`config.mk`:
```
export PLATFORM = sky130hd
export DESIGN_NAME = pluto_spi_frame_engine
export DESIGN_NICKNAME = d
export VERILOG_FILES = /design/src/rtl/pluto_spi_frame_engine.sv
export SDC_FILE = /design/constraint.sdc
export NUM_CORES = 1
export LEC_CHECK = 0
export ABC_AREA = 1
export CELL_PAD_IN_SITES_DETAIL_PLACEMENT = 0
export CELL_PAD_IN_SITES_GLOBAL_PLACEMENT = 1
export CORE_MARGIN = 8
export CORE_UTILIZATION = 49
export DETAILED_ROUTE_END_ITERATION = 10
export DONT_BUFFER_PORTS = 1
export PLACE_DENSITY_LB_ADDON = 0.1
export SLEW_MARGIN = 20
export SYNTH_ARGS = -nofsm -noshare
export SYNTH_HDL_FRONTEND = slang
export SYNTH_SLANG_ARGS = --single-unit
```
`constraint.sdc`:
```
create_clock -name clk -period 4.6 [get_ports clk]
set_input_delay 0.92 -clock clk [delete_from_list [all_inputs] [get_ports clk]]
set_output_delay 0.92 -clock clk [all_outputs]
set_load 0.05 [all_outputs]
```
`src/rtl/pluto_spi_frame_engine.sv`:
```
// SPI mode-0 slave frame engine for the pluto stepgen: shifts a fixed-length byte frame, returns
// a start-of-frame snapshot of pos/din, and commits received settings only from a complete frame.
module pluto_spi_frame_engine #(
   parameter int N_AXES = 4,
   parameter int POS_W  = 21,
   parameter int VEL_W  = 12,
   parameter int T      = 4,
   parameter int DOUT_W = 10,
   parameter int DIN_W  = 16
) (
   input  logic                    clk,
   input  logic                    reset,
   input  logic                    sck,
   input  logic                    ssel,
   input  logic                    mosi,
   output logic                    miso,
   input  logic [N_AXES*POS_W-1:0] pos,
   input  logic [DIN_W-1:0]        din,
   output logic [N_AXES*VEL_W-1:0] vel,
   output logic [DOUT_W-1:0]       dout,
   output logic [T-1:0]            dirtime,
   output logic [T-1:0]            steptime,
   output logic                    step_pol,
   output logic [1:0]              tap,
   output logic                    wdt_kick,
   output logic                    frame_commit,
   output logic                    frame_err,
   output logic                    busy
);
   localparam int FB   = 4 * (N_AXES + 1);
   localparam int FBIT = 8 * FB;
   localparam int BC_W = $clog2(FB + 2);
   localparam int CW   = 32 * N_AXES;  // bit offset of the control word
   localparam logic [BC_W-1:0] FB_C  = BC_W'(FB);
   localparam logic [BC_W-1:0] FB1_C = BC_W'(FB + 1);

   typedef enum logic {S_IDLE, S_FRAME} state_t;

   state_t                  state_q, state_d;
   logic [2:0]              sck_sync_q, sck_sync_d;
   logic [2:0]              ssel_sync_q, ssel_sync_d;
   logic [BC_W-1:0]         byte_cnt_q, byte_cnt_d;
   logic [2:0]              bit_cnt_q, bit_cnt_d;
   logic                    load_pend_q, load_pend_d;
   logic [6:0]              rx_q, rx_d;
   logic [7:0]              tx_q, tx_d;
   logic [FBIT-1:0]         snap_q, snap_d;
   logic [FBIT-1:0]         shadow_q, shadow_d;
   logic [N_AXES*VEL_W-1:0] vel_q, vel_d;
   logic [DOUT_W-1:0]       dout_q, dout_d;
   logic [T-1:0]            dirtime_q, dirtime_d;
   logic [T-1:0]            steptime_q, steptime_d;
   logic                    step_pol_q, step_pol_d;
   logic [1:0]              tap_q, tap_d;
   logic                    wdt_kick_q, wdt_kick_d;
   logic                    frame_commit_q, frame_commit_d;
   logic                    frame_err_q, frame_err_d;
   logic [7:0]              frame_cnt_q, frame_cnt_d;
   logic [7:0]              err_cnt_q, err_cnt_d;

   logic                    sck_rise, sck_fall, ssel_rise, ssel_fall;
   logic [FBIT-1:0]         snap_now;
   logic [BC_W-1:0]         rd_idx;
   logic                    unused_shadow;

   // Synchronisers reset to 0, so a falling ssel edge can only be seen after ssel was sampled high.
   assign sck_rise  =  sck_sync_q[1]  & ~sck_sync_q[2];
   assign sck_fall  = ~sck_sync_q[1]  &  sck_sync_q[2];
   assign ssel_rise =  ssel_sync_q[1] & ~ssel_sync_q[2];
   assign ssel_fall = ~ssel_sync_q[1] &  ssel_sync_q[2];

   // Reserved and out-of-width frame fields are received but never drive an output.
   assign unused_shadow = ^shadow_q;

   always_comb begin
      snap_now = '0;
      for (int k = 0; k < N_AXES; k++) begin
         snap_now[k*32 +: 32] = 32'(pos[k*POS_W +: POS_W]);
      end
      snap_now[CW +: 32] = {err_cnt_q, frame_cnt_q, 16'(din)};
      rd_idx = (byte_cnt_q < FB_C) ? byte_cnt_q : '0;
   end

   always_comb begin
      sck_sync_d     = {sck_sync_q[1:0], sck};
      ssel_sync_d    = {ssel_sync_q[1:0], ssel};
      state_d        = state_q;
      byte_cnt_d     = byte_cnt_q;
      bit_cnt_d      = bit_cnt_q;
      load_pend_d    = load_pend_q;
      rx_d           = rx_q;
      tx_d           = tx_q;
      snap_d         = snap_q;
      shadow_d       = shadow_q;
      vel_d          = vel_q;
      dout_d         = dout_q;
      dirtime_d      = dirtime_q;
      steptime_d     = steptime_q;
      step_pol_d     = step_pol_q;
      tap_d          = tap_q;
      frame_cnt_d    = frame_cnt_q;
      err_cnt_d      = err_cnt_q;
      wdt_kick_d     = 1'b0;
      frame_commit_d = 1'b0;
      frame_err_d    = 1'b0;

      case (state_q)
         S_IDLE: begin
            if (ssel_fall) begin
               state_d     = S_FRAME;
               snap_d      = snap_now;
               byte_cnt_d  = '0;
               bit_cnt_d   = '0;
               load_pend_d = 1'b0;
               tx_d        = snap_now[7:0];
            end
         end
         S_FRAME: begin
            if (ssel_rise) begin
               state_d = S_IDLE;
               if (byte_cnt_q == FB_C && bit_cnt_q == 3'd0) begin
                  for (int k = 0; k < N_AXES; k++) begin
                     vel_d[k*VEL_W +: VEL_W] = shadow_q[k*32 +: VEL_W];
                  end
                  dout_d         = shadow_q[CW +: DOUT_W];
                  dirtime_d      = shadow_q[CW+16 +: T];
                  step_pol_d     = shadow_q[CW+23];
                  steptime_d     = shadow_q[CW+24 +: T];
                  wdt_kick_d     = shadow_q[CW+29];
                  tap_d          = shadow_q[CW+30 +: 2];
                  frame_commit_d = 1'b1;
                  frame_cnt_d    = frame_cnt_q + 8'd1;
               end else begin
                  frame_err_d = 1'b1;
                  if (err_cnt_q != 8'hFF) err_cnt_d = err_cnt_q + 8'd1;
               end
            end else if (sck_rise) begin
               rx_d      = {rx_q[5:0], mosi};
               bit_cnt_d = bit_cnt_q + 3'd1;
               if (bit_cnt_q == 3'd7) begin
                  if (byte_cnt_q < FB_C) shadow_d[{byte_cnt_q, 3'b000} +: 8] = {rx_q, mosi};
                  if (byte_cnt_q != FB1_C) byte_cnt_d = byte_cnt_q + BC_W'(1);
                  load_pend_d = 1'b1;
               end
            end else if (sck_fall) begin
               // byte_cnt already points at the next byte when a reload is pending
               if (load_pend_q) begin
                  tx_d        = (byte_cnt_q < FB_C) ? snap_q[{rd_idx, 3'b000} +: 8] : 8'h00;
                  load_pend_d = 1'b0;
               end else begin
                  tx_d = {tx_q[6:0], 1'b0};
               end
            end
         end
         default: state_d = S_IDLE;
      endcase
   end

   always_ff @(posedge clk) begin
      if (reset) begin
         state_q        <= S_IDLE;
         sck_sync_q     <= '0;
         ssel_sync_q    <= '0;
         byte_cnt_q     <= '0;
         bit_cnt_q      <= '0;
         load_pend_q    <= 1'b0;
         rx_q           <= '0;
         tx_q           <= '0;
         snap_q         <= '0;
         shadow_q       <= '0;
         vel_q          <= '0;
         dout_q         <= '0;
         dirtime_q      <= '0;
         steptime_q     <= '0;
         step_pol_q     <= 1'b0;
         tap_q          <= '0;
         wdt_kick_q     <= 1'b0;
         frame_commit_q <= 1'b0;
         frame_err_q    <= 1'b0;
         frame_cnt_q    <= '0;
         err_cnt_q      <= '0;
      end else begin
         state_q        <= state_d;
         sck_sync_q     <= sck_sync_d;
         ssel_sync_q    <= ssel_sync_d;
         byte_cnt_q     <= byte_cnt_d;
         bit_cnt_q      <= bit_cnt_d;
         load_pend_q    <= load_pend_d;
         rx_q           <= rx_d;
         tx_q           <= tx_d;
         snap_q         <= snap_d;
         shadow_q       <= shadow_d;
         vel_q          <= vel_d;
         dout_q         <= dout_d;
         dirtime_q      <= dirtime_d;
         steptime_q     <= steptime_d;
         step_pol_q     <= step_pol_d;
         tap_q          <= tap_d;
         wdt_kick_q     <= wdt_kick_d;
         frame_commit_q <= frame_commit_d;
         frame_err_q    <= frame_err_d;
         frame_cnt_q    <= frame_cnt_d;
         err_cnt_q      <= err_cnt_d;
      end
   end

   assign miso         = tx_q[7];
   assign busy         = (state_q == S_FRAME);
   assign vel          = vel_q;
   assign dout         = dout_q;
   assign dirtime      = dirtime_q;
   assign steptime     = steptime_q;
   assign step_pol     = step_pol_q;
   assign tap          = tap_q;
   assign wdt_kick     = wdt_kick_q;
   assign frame_commit = frame_commit_q;
   assign frame_err    = frame_err_q;
endmodule
```
==> metrics.csv <==
stage,metric,value,unit
outcome,outcome,"finished, final reports clean",
yosys,cell count after synthesis,1669,
route,DR DRC count,0,
route,First DRT Iteration DRCs,732,
yosys,main combinational cell family by area after synthesis,compound AO/OA/AOI/OAI gates,
global_routing,total gr overflow,0,
route,Routed WL,35.8,mm
sta,fin. max-slew vios,0,
yosys,ranking of synthesized cells by area,"dfxtp_1, a21oi_1, nand2_1",
cells_and_area,final net count,1731,
worst_setup_path,CP Class,flop to flop,
worst_setup_path,CP arrival,3.32,ns
sta,Setup Skew,0.0163,ns
place,Post-DP HPWL,25.0,mm
yosys,sequential fraction of the synthesis area,49.1,%
die,# rows,58,
yosys,Synth Flop Type,dfxtp_1,
cells_and_area,Final Non-Filler Cells,1970,
power_and_ir_drop,Int Power,4550,µW
power_and_ir_drop,Logic pwr share,3.6,%
yosys,"Avg Cell Area, Syn",7.46,µm²
worst_setup_path,CP peak stage delay,0.89,ns
die,I/O pin cnt,179,
route,vias post-DR,10680,
yosys,Post-Synth Simple-Gate Area,19.9,%
clock_tree,Hold Buf Count CTS,0,
worst_setup_path,CP startpoint kind,flop,
clock_tree,CTS resizes,0,
sta,final cycle utilization of the critical path,63.7,%
clock_tree,Clock Sinks,305,
worst_setup_path,crit path max fanout,38,
sta,Max-slew headroom,36.7,%
global_routing,vias in the first global route,10220,
power_and_ir_drop,clock share of power,49.9,%
clock_tree,CTS Buffer Depth,3,
worst_setup_path,CP endpoint kind,flop,
sta,Hold Fails Final Rpt,0,
sta,# setup viols final,0,
yosys,mux cell area share after synthesis,0,%
worst_setup_path,Required @ worst endpoint,4.99,ns
yosys,YS warnings,0,
sta,unrepaired setup endpoints after global routing,false,
min_path,Worst Hold Class,flop to flop,
global_routing,first-pass GRT wire length,56.3,mm
global_routing,gr usage total,22.5,%
die,DIE AREA,30800,µm²
flow_run,Max-Cap Viols,0,
power_and_ir_drop,Pleak,0.00522,µW
yosys,cell taking the most area after synthesis,dfxtp_1,
power_and_ir_drop,switching pwr,1240,µW
place,gpl congestion,0.909,
clock_tree,Post-CTS Repair Setup Buffers,0,
die,CORE AREA,25000,µm²
clock_tree,CTS tree,built,
route,TritonRoute pass-1 iters,5,
clock_tree,root buffer cell,clkbuf_16,
route,Final ANT Viol Nets,0,
yosys,"Cell Area, Synth",12400,µm²
clock_tree,"Clk pin slew, worst setup/hold paths",0.06,ns
place,port bufs,0,
power_and_ir_drop,switching share of power,21.4,%
worst_setup_path,crit-path leading delay family,simple AND/OR/NAND/NOR gates,
yosys,"Net Count, Synth",1784,
cells_and_area,diodes inserted,0,
clock_tree,TritonCTS Buffers,34,
power_and_ir_drop,peak supply drop,0.411,mV
clock_tree,clk_lat worst skew,0.52,ns
yosys,xor/xnor share of the synthesized area,0.513,%
worst_setup_path,WP buf/inv,3,
global_routing,initial antenna violation count,0,
yosys,synthesized-area fraction occupied by adder cells,1.01,%
place,Placed Cells,1910,
die,initial core utilization,49.7,%
yosys,Post-synth EDFFs,0,
power_and_ir_drop,Cell Pwr Density,421,nW/µm²
cells_and_area,area grow syn2layout,10.5,%
cells_and_area,"leading cell type in the layout, fill and taps excluded",nand2_1,
global_routing,largest net degree at the start of global routing,129,
yosys,register bit total from synthesis,305,
sta,slew of the pin with the lowest slew margin,0.950,ns
power_and_ir_drop,sequential share of power,46.5,%
route,Vias/cell,5.42,
sta,fin crit period,2.93,ns
yosys,top cell type's share of synthesized area,49.1,%
route,WL/cell,18.2,µm
worst_setup_path,CP max-delay cell,dfxtp_1,
yosys,Synth Area in Compound Gates,21.3,%
cells_and_area,layout cells sized above 1,6.83,%
die,Die H,175,µm
die,die width,175,µm
worst_setup_path,CP Cell Sequence,"nand2_2, inv_2, nand2_1, nor3b_4, buf_4, inv_2, nor3_1, nand2_1, o21ai_0, a21oi_1",
cells_and_area,most frequent cells in the layout,"nand2_1, dfxtp_1, a21oi_1",
sta,setup tns final,0,ns
sta,f_max,0.341,GHz
clock_tree,htree depth,2,
yosys,post-synth cell types,42,
yosys,asr flop ratio synth,0,%
cells_and_area,filler cell count,2484,
-- power groups by stage --
| stage | sequential, µW | combinational [µW] | clock, µW |
|---|---|---|---|
| 2_1_floorplan | 2740 | 173 | 0 |
| 3_3_place_gp | 2750 | 204 | 0 |
| 3_5_place_dp | 2750 | 207 | 0 |
| 4_1_cts | 2690 | 207 | 2940 |
| 5_1_grt | 2700 | 230 | 3070 |
| 6_report | 2700 | 206 | 2890 |
-- through the flow --
| step | hold slack (ns) | cell area, µm² | util, % | total power, µW | setup WS, ns |
|---|---|---|---|---|---|
| floorplan | 0.388 | 12400 | - | 2920 | 2.11 |
| global placement | 0.405 | 12600 | 50.1 | 2960 | 1.81 |
| detailed placement | 0.402 | 12600 | 50.1 | 2960 | 1.71 |
| CTS | 0.415 | 13800 | 55.0 | 5840 | 1.70 |
| global route | 0.441 | 13800 | 55.0 | 5990 | 1.38 |
| finish | 0.410 | 13800 | 55.0 | 5790 | 1.67 |
-- Yosys cell counts, drive strengths merged (10+ instances only) --
cell type,instances
nor3,15
nor2,140
inv,152
ha,10
a21oi,272
nand3,80
a211oi,23
dfxtp,305
o21ai,195
buf,28
clkbuf,76
nand2,334
-- tightest hold or removal path: cells and delay by family, from the launching register on --
family | cells | cell delay [ns]
buffers and inverters | 1 | 0.04
AND/OR/NAND/NOR | 1 | 0.03
flip-flops | 1 | 0.30
-- sequential cells by signal (all words and copies together), names as in the netlist, 4 cells and up --
name and flops:
snap_q 116, shadow_q 70, vel 48, dout 10, err_cnt_q 8, frame_cnt_q 8, tx_q 8, rx_q 7
byte_cnt_q 5, dirtime 4, steptime 4
-- layer usage --
| metal | vias to the layer above | track usage, % | share of wire, % |
|---|---|---|---|
| met2 | 313 | 39.1 | 49 |
| met4 | 0 | 7.49 | 2.8 |
| li1 | 5385 | - | - |
| met1 | 4915 | 27.6 | 42 |
| met3 | 67 | 4.23 | 5.8 |
| met5 | - | 0 | 0 |
-- cells by family (layout without fill, tap and decap cells) --
| group | Yosys count | count (layout) |
|---|---|---|
| compound gates | 508 | 508 |
| fa+ha+maj | 10 | 10 |
| buf+inv | 259 | 230 |
| xor+xnor | 3 | 3 |
| flops | 305 | 305 |
| simple gates | 584 | 584 |
-- path summary, 6_finish.rpt --
kind,to,slack [ns],cells after the start,from
worst min-delay path,sck_sync_q[1],0.41,2,sck_sync_q[0]
worst min register to register,sck_sync_q[1],0.41,2,sck_sync_q[0]
worst max register to register,frame_cnt_q[4],1.67,10,byte_cnt_q[2]
worst max-delay path,frame_cnt_q[4],1.67,10,byte_cnt_q[2]
-- final cells by class --
| cell class | count | area [µm²] | area share [%] |
|---|---|---|---|
| Clock inverter | 11 | 184 | 1.34 |
| Timing Repair Buffer | 15 | 113 | 0.818 |
| Tap cell | 330 | 413 | 3.00 |
| Inverter | 155 | 586 | 4.26 |
| Multi-Input combinational cell | 1105 | 5340 | 38.8 |
| Clock buffer | 49 | 1020 | 7.42 |
| Sequential cell | 305 | 6110 | 44.4 |
Power figures use the tool's default switching activity.
